$ cat src/rtl/count111_result_fifo.sv
// rtl/count111_result_fifo.sv - timestamped change-event FIFO for the 111-counter result
// Optional per-code event histogram enabled by COUNT111_RESULT_HIST_EN.
module count111_result_fifo #(
  parameter int DEPTH = 8,
  parameter int TS_W  = 12
) (
  input  logic                     clk,
  input  logic                     rst_n,
  input  logic [1:0]               result_in,
  output logic                     out_valid,
  input  logic                     out_ready,
  output logic [TS_W+1:0]          out_data,
  output logic [$clog2(DEPTH):0]   out_level,
  output logic                     overflow,
  input  logic                     ovf_clr
`ifdef COUNT111_RESULT_HIST_EN
  ,
  output logic [31:0]              hist
`endif
);

  localparam int AW = $clog2(DEPTH);

  logic [TS_W-1:0] ts;
  logic [1:0]      prev;
  logic [AW:0]     wptr;
  logic [AW:0]     rptr;
  logic [TS_W+1:0] mem [DEPTH];

  logic push_req;
  logic full;
  logic pop;
  logic do_push;
  logic drop;

  assign out_level = wptr - rptr;
  assign out_valid = (out_level != '0);
  assign full      = (out_level == (AW+1)'(DEPTH));
  assign push_req  = (result_in != prev);
  assign pop       = out_valid && out_ready;
  // When full, a same-cycle pop frees the slot the push lands in.
  assign do_push   = push_req && (!full || pop);
  assign drop      = push_req && full && !pop;
  assign out_data  = out_valid ? mem[rptr[AW-1:0]] : '0;

  always_ff @(posedge clk or negedge rst_n) begin
    if (!rst_n) begin
      ts       <= '0;
      prev     <= 2'b00;
      wptr     <= '0;
      rptr     <= '0;
      overflow <= 1'b0;
    end else begin
      ts   <= ts + 1'b1;
      prev <= result_in;
      if (do_push) wptr <= wptr + 1'b1;
      if (pop)     rptr <= rptr + 1'b1;
      if (drop)
        overflow <= 1'b1;
      else if (ovf_clr)
        overflow <= 1'b0;
    end
  end

  // Storage needs no reset: out_data is gated by out_valid and pointers reset.
  always_ff @(posedge clk) begin
    if (do_push) mem[wptr[AW-1:0]] <= {ts, result_in};
  end

`ifdef COUNT111_RESULT_HIST_EN
  always_ff @(posedge clk or negedge rst_n) begin
    if (!rst_n) begin
      hist <= '0;
    end else begin
      for (int k = 0; k < 4; k++) begin
        if (ovf_clr)
          hist[8*k +: 8] <= 8'd0;
        else if (do_push && result_in == 2'(k) && hist[8*k +: 8] != 8'hff)
          hist[8*k +: 8] <= hist[8*k +: 8] + 8'd1;
      end
    end
  end
`endif

endmodule

$ cat config.mk
export PLATFORM = sky130hd
export DESIGN_NAME = count111_result_fifo
export DESIGN_NICKNAME = d
export VERILOG_FILES = /design/src/rtl/count111_result_fifo.sv
export SDC_FILE = /design/constraint.sdc
export NUM_CORES = 1
export LEC_CHECK = 0
export ABC_AREA = 0
export CAP_MARGIN = 20
export CORE_MARGIN = 2
export CORE_UTILIZATION = 28
export CTS_BUF_LIST = sky130_fd_sc_hd__clkbuf_2
export CTS_CLUSTER_SIZE = 16
export DETAILED_ROUTE_END_ITERATION = 7
export DONT_BUFFER_PORTS = 1
export GPL_TIMING_DRIVEN = 0
export HOLD_SLACK_MARGIN = 0.06
export PLACE_DENSITY = 0.38
export SLEW_MARGIN = 20
export SYNTH_ARGS = -nofsm -noshare
export SYNTH_HDL_FRONTEND = slang
export SYNTH_SLANG_ARGS = --single-unit
$ cat constraint.sdc
create_clock -name clk -period 5.44 [get_ports clk]
set_input_delay 0.272 -clock clk [delete_from_list [all_inputs] [get_ports clk]]
set_output_delay 0.272 -clock clk [all_outputs]
set_load 0.1 [all_outputs]
**Yosys cells after proc, flatten, opt, wreduce, memory -nomap -nowiden**

Memories as Yosys holds them, arrays and structs flattened.
Cells that the tools add are included.

- Register bits after elaboration: 23
- Memories: 1
- RAM bits: 112
- Output and inout bits: 20

- Equality and inequality tests: 2
- $add $sub $neg: 4
- Reduce and logical (&&, ||, !) cells: 9
- Multiplexer cells: 5

Memory list:

| memory | depth | width | read ports | clocked after memory_dff | wr ports | line | RTL |
|---|---|---|---|---|---|---|---|
| mem | 8 | 14 | 1 | 0 | 1 | 28 | `logic [TS_W+1:0] mem [DEPTH];` |

Operators by type and width:

| cell | number |
|---|---|
| 14-bit 2-to-1 mux | 1 |
| 12-bit by 1-bit adder with 12-bit output, second input constant | 1 |
| 4-bit by 1-bit adder with 4-bit output, second input constant | 2 |
| 4-bit equality test, second input constant | 1 |
| 1-bit logical AND | 4 |
| 1-bit 2-to-1 mux | 4 |
| 4-bit nonzero test | 1 |
| 4-bit subtractor | 1 |
| 1-bit logical NOT | 2 |
| 2-bit inequality test | 1 |
| 2-bit nonzero test | 1 |
| 1-bit logical OR | 1 |

**Logic depth before layout (Yosys ltp)**

- Depth in word-level cells: 7
- Depth in mapped cells: 10
- Mapped depth without buffers: 8

**Worst setup path before layout**

OpenSTA, ideal clock, no wires.

- Path kind: reg-to-reg
- From: register rptr[2]
- To: memory mem[6][0] in the netlist's numbering, enable pin
- Cell stages (with the launch flop): 9
- Path buffers: 2
- Required time: 5013 ps
- Setup slack: 230 ps
- Period minus slack after synthesis: 5210 ps
- Arrival: 4783 ps
- Setup time: 427 ps
- Cells stage by stage: dfrtp_1 -> clkbuf_1 -> inv_1 -> clkbuf_1 -> ha_1 -> xor2_1 -> nor4_2 -> o21a_4 -> nor4b_1

- Longest elaborated chain between the ends: 7
- Elaborated cells on any way between the ends: 9
- Classes of those cells: 1 x add/sub; 1 x eq/ne; 2 x mux; 5 x reduce/logical

RTL lines:

| item | line | RTL |
|---|---|---|
| start: declaration | 27 | `logic [AW:0] rptr;` |
| start signal: assignment | 57 | `if (pop) rptr <= rptr + 1'b1;` |
| 4-bit subtractor (*) | 36 | `assign out_level = wptr - rptr;` |
| named net out_level[2] | 13 | `output logic [$clog2(DEPTH):0] out_level,` |
| 4-bit equality test / 4-bit nonzero test (equally long branches) | 38, 37 |  |
| 1-bit logical NOT / 1-bit logical AND (equally long branches) | 42, 40 |  |
| 1-bit logical OR (*) | 42 | `assign do_push = push_req && (!full \|\| pop);` |
| 1-bit logical AND (*) | 42 |  |
| 1-bit 2-to-1 mux (*) | 67 | `if (do_push) mem[wptr[AW-1:0]] <= {ts, result_in};` |
| 1-bit 2-to-1 mux (implied by the code) (*) | 67 |  |
| end: declaration | 28 |  |

Mark *: on every way through the listed nets, which the timed path passes. The rest lies on a longest branch.

**Worst setup path after layout**

- From: register rptr[2]
- To: output port out_valid

- Longest elaborated chain between the ends: 2

RTL lines:

| item | line | RTL |
|---|---|---|
| 4-bit subtractor | 36 |  |
| named net out_level[2] | 13 |  |
| 4-bit nonzero test | 37 | `assign out_valid = (out_level != '0);` |
| end: declaration | 10 | `output logic out_valid,` |

The timed path passes the listed nets, and every way through them passes these cells.

==> results by group <==
Run status
  • Status: complete, no violations

Worst hold path
  • Worst hold stages: 3
  • Hold_sp: ovf_clr
  • Worst hold path class: in2reg
  • WHS Endpoint: overflow

Critical path
  • Critical Path Slowest Stage Cell: ha_1
  • Worst path max stage delay: 0.54 ns
  • Critical path required time: 5.17 ns
  • Reg-to-reg endpoint: mem[2][3]
  • Cell Chain, Critical Path: clkbuf_1 -> inv_1 -> ha_1 -> xor2_4 -> or3_4 -> nor3_4 -> buf_4 -> inv_1
  • Most frequent CP cell: inv_1
  • Top cell family by delay on the critical path: buffers and inverters
  • Reg2reg setup slack: 1.10 ns
  • Worst r2r src: rptr[2]
  • Crit. End Element: primary output
  • Maximum fanout along the worst path: 15
  • FF-to-FF path depth: 9
  • Worst setup path start: rptr[2]
  • Critical Path AT: 4.77 ns
  • Worst path bufs/invs: 4
  • CP Class: reg2out
  • Setup crit start kind: register

Synthesis
  • Synth top area share: 60.1%
  • Mapped Area: 5600 sq um
  • Synthesized area per cell: 17.6 sq um
  • Syn Nets: 332
  • Register area share after synthesis: 70.3%
  • Ys Warns: 0
  • Number of synthesized flops with an enable pin: 112
  • Most common cell in the netlist: edfxtp_1
  • Synth cell count leaders: 112 x edfxtp_1, 40 x nand2_1, 28 x mux4_2
  • Cells after synthesis: 319
  • Post-synth top area cell: edfxtp_1
  • Synth Register Bits: 135
  • Dominant cells by area after synthesis: edfxtp_1 60%, mux4_2 11%, dfrtp_1 10%
  • Async S/R FF share, synth: 17.0%
  • Top FF cell, synth: edfxtp_1
  • Netlist cell types: 45

CTS
  • CTS tree: done
  • Sink Count: 135
  • Worst-path clk slew: 0.22 ns
  • Total CTS buffers: 17
  • Clock buffer depth: 2
  • Postcts setup bufs: 0
  • Root Driver: clkbuf_2
  • H-tree depth: 4
  • Worst-Skew Late Latency: 0.68 ns

Die
  • Core area: 19500 sq um
  • Die W: 145 um
  • Initial Utilization: 28.7%
  • Die area: 21100 sq um
  • Overall die height: 145 um
  • Io pins: 26
  • Rows: 51

Timing
  • Period utilization: 92.6%
  • Fin. max-slew vios: 0
  • Clock Skew: 0.0419 ns
  • Max_slew headroom: 21.1%
  • Setup Viol. Count Final: 0
  • Final worst setup slack: 0.402 ns
  • RSZ-0062 raised after global routing: no
  • Min Tclk post-route: 5.04 ns
  • Max Clk Rate: 198 MHz
  • Final Hold Fails: 0
  • Measured slew at the worst slew-check pin: 1.18 ns

Place
  • Detail Placement HPWL: 8920 um
  • GPL Wtd Cong: 0.704
  • Pre-CTS WS: 0.558 ns
  • PortBufs: 0

Routing
  • WL final: 13500 um
  • DR iter-0 viols: 187
  • DRT antenna net count: 0
  • Post-route DRC: 0
  • Vias: 2916
  • TritonRoute pass-1 iters: 4
  • Vias/cell: 4.58
  • WL/cell: 21.3 um

Job
  • Max-cap violations: 0

Layout
  • NumNets Final: 370
  • Area grow syn2layout: 19.5%
  • Share of layout cells above drive strength 1: 30.8%
  • Final core utilization: 34.3%

Global route
  • GRT Total Usage: 13.6%
  • First-pass GRT wire length: 20800 um
  • Initial antenna violation count: 1
  • GRT overflow: 0
  • Vias in the first global route: 3141
  • Largest net degree at the start of global routing: 24
==> through the flow <==
step	area, sq um	hold slack [ns]	cells	setup TNS [ns]
after floorplan	5600	-0.0236	319	0
after global placement	5930	-0.0214	584	-124.15
after detailed placement	6230	-0.0215	596	0
after CTS	6680	0.230	636	0
after global routing	6690	0.198	636	0
final	6690	0.302	636	0
==> placed cells by master (no fill, tap or decap), drive strengths merged, types with 3 or more instances in the layout <==
master,Yosys,layout
mux4,28,28
or2,3,3
nand3,3,3
clkinv,0,5
xor2,7,7
nor4,4,4
dfrtp,23,23
clkbuf,5,23
edfxtp,112,112
xnor2,10,10
bufinv,0,7
nand2,40,40
o211ai,3,3
ha,6,6
dlygate4sd3,0,6
nor4b,3,3
a21oi,16,16
nor2,8,8
nor3,5,5
o21ai,3,3
inv,9,10
buf,9,22
==> worst max path at each step <==
stage	endpoint	slack, ns	cells after the start
final	out_valid	0.40	8
after global routing	out_valid	0.06	8
after CTS	out_valid	0.04	7
after detailed placement	out_valid	0.56	7
after global placement	mem[6][6]	-2.47	8
after floorplan	mem[6][0]	0.23	8
==> flip-flops by register name, indices dropped and copies added, names as in the netlist <==
register / cells
mem: 112
overflow: 1
prev: 2
rptr: 4
ts: 12
wptr: 4
==> cell type report <==
cell class / instances / area, sq um
repair buffers: 20 / 214
clock inverters: 14 / 253
clock buffers: 18 / 90.1
multi-input cells: 161 / 1760
fillers: 1925 / 12800
plain buffers: 13 / 72.6
well taps: 265 / 332
diodes: 1 / 2.50
inverters: 9 / 33.8
flip-flops and latches: 135 / 3940
==> layer usage <==
metal	GRT usage (%)	share of wire, %	wire length [um]
met2	20.2	45	6140
met4	2.89	0.83	112
met3	4.42	4.3	575
met5	0	0	0
met1	19.4	50	6700
==> worst register-to-register path, cell delays in order (launching register included) <==
cell,delay [ns]
dfrtp_1,0.37
clkbuf_1,0.37
inv_1,0.49
ha_1,0.59
xor2_4,0.66
nor4_2,0.20
o21a_4,0.21
buf_6,0.16
nor4_4,0.66
buf_4,0.34
==> what timing repair did <==
| action | 4_1_cts | 5_1_grt |
|---|---|---|
| hold endpoints to repair | 50 | 0 |
| setup endpoints to repair | 1 | 1 |
| hold buffers | 8 | 0 |
| resized for setup | 2 | 1 |
==> cell families after synthesis <==
kind of cell             after synthesis  share of synthesized area (%)
flip-flops                           135                           70.3
AND/OR/NAND/NOR                       76                           7.93
AO/OA/AOI/OAI                         32                           4.02
multiplexers                          29                           11.5
buffers and inverters                 23                           1.90
XOR/XNOR                              17                           2.66
adder cells (fa/ha/maj)                7                           1.70
Power is left out: the tool's default activity adds up to more than one toggle a clock period on the data nets, which glitch-free logic cannot reach.
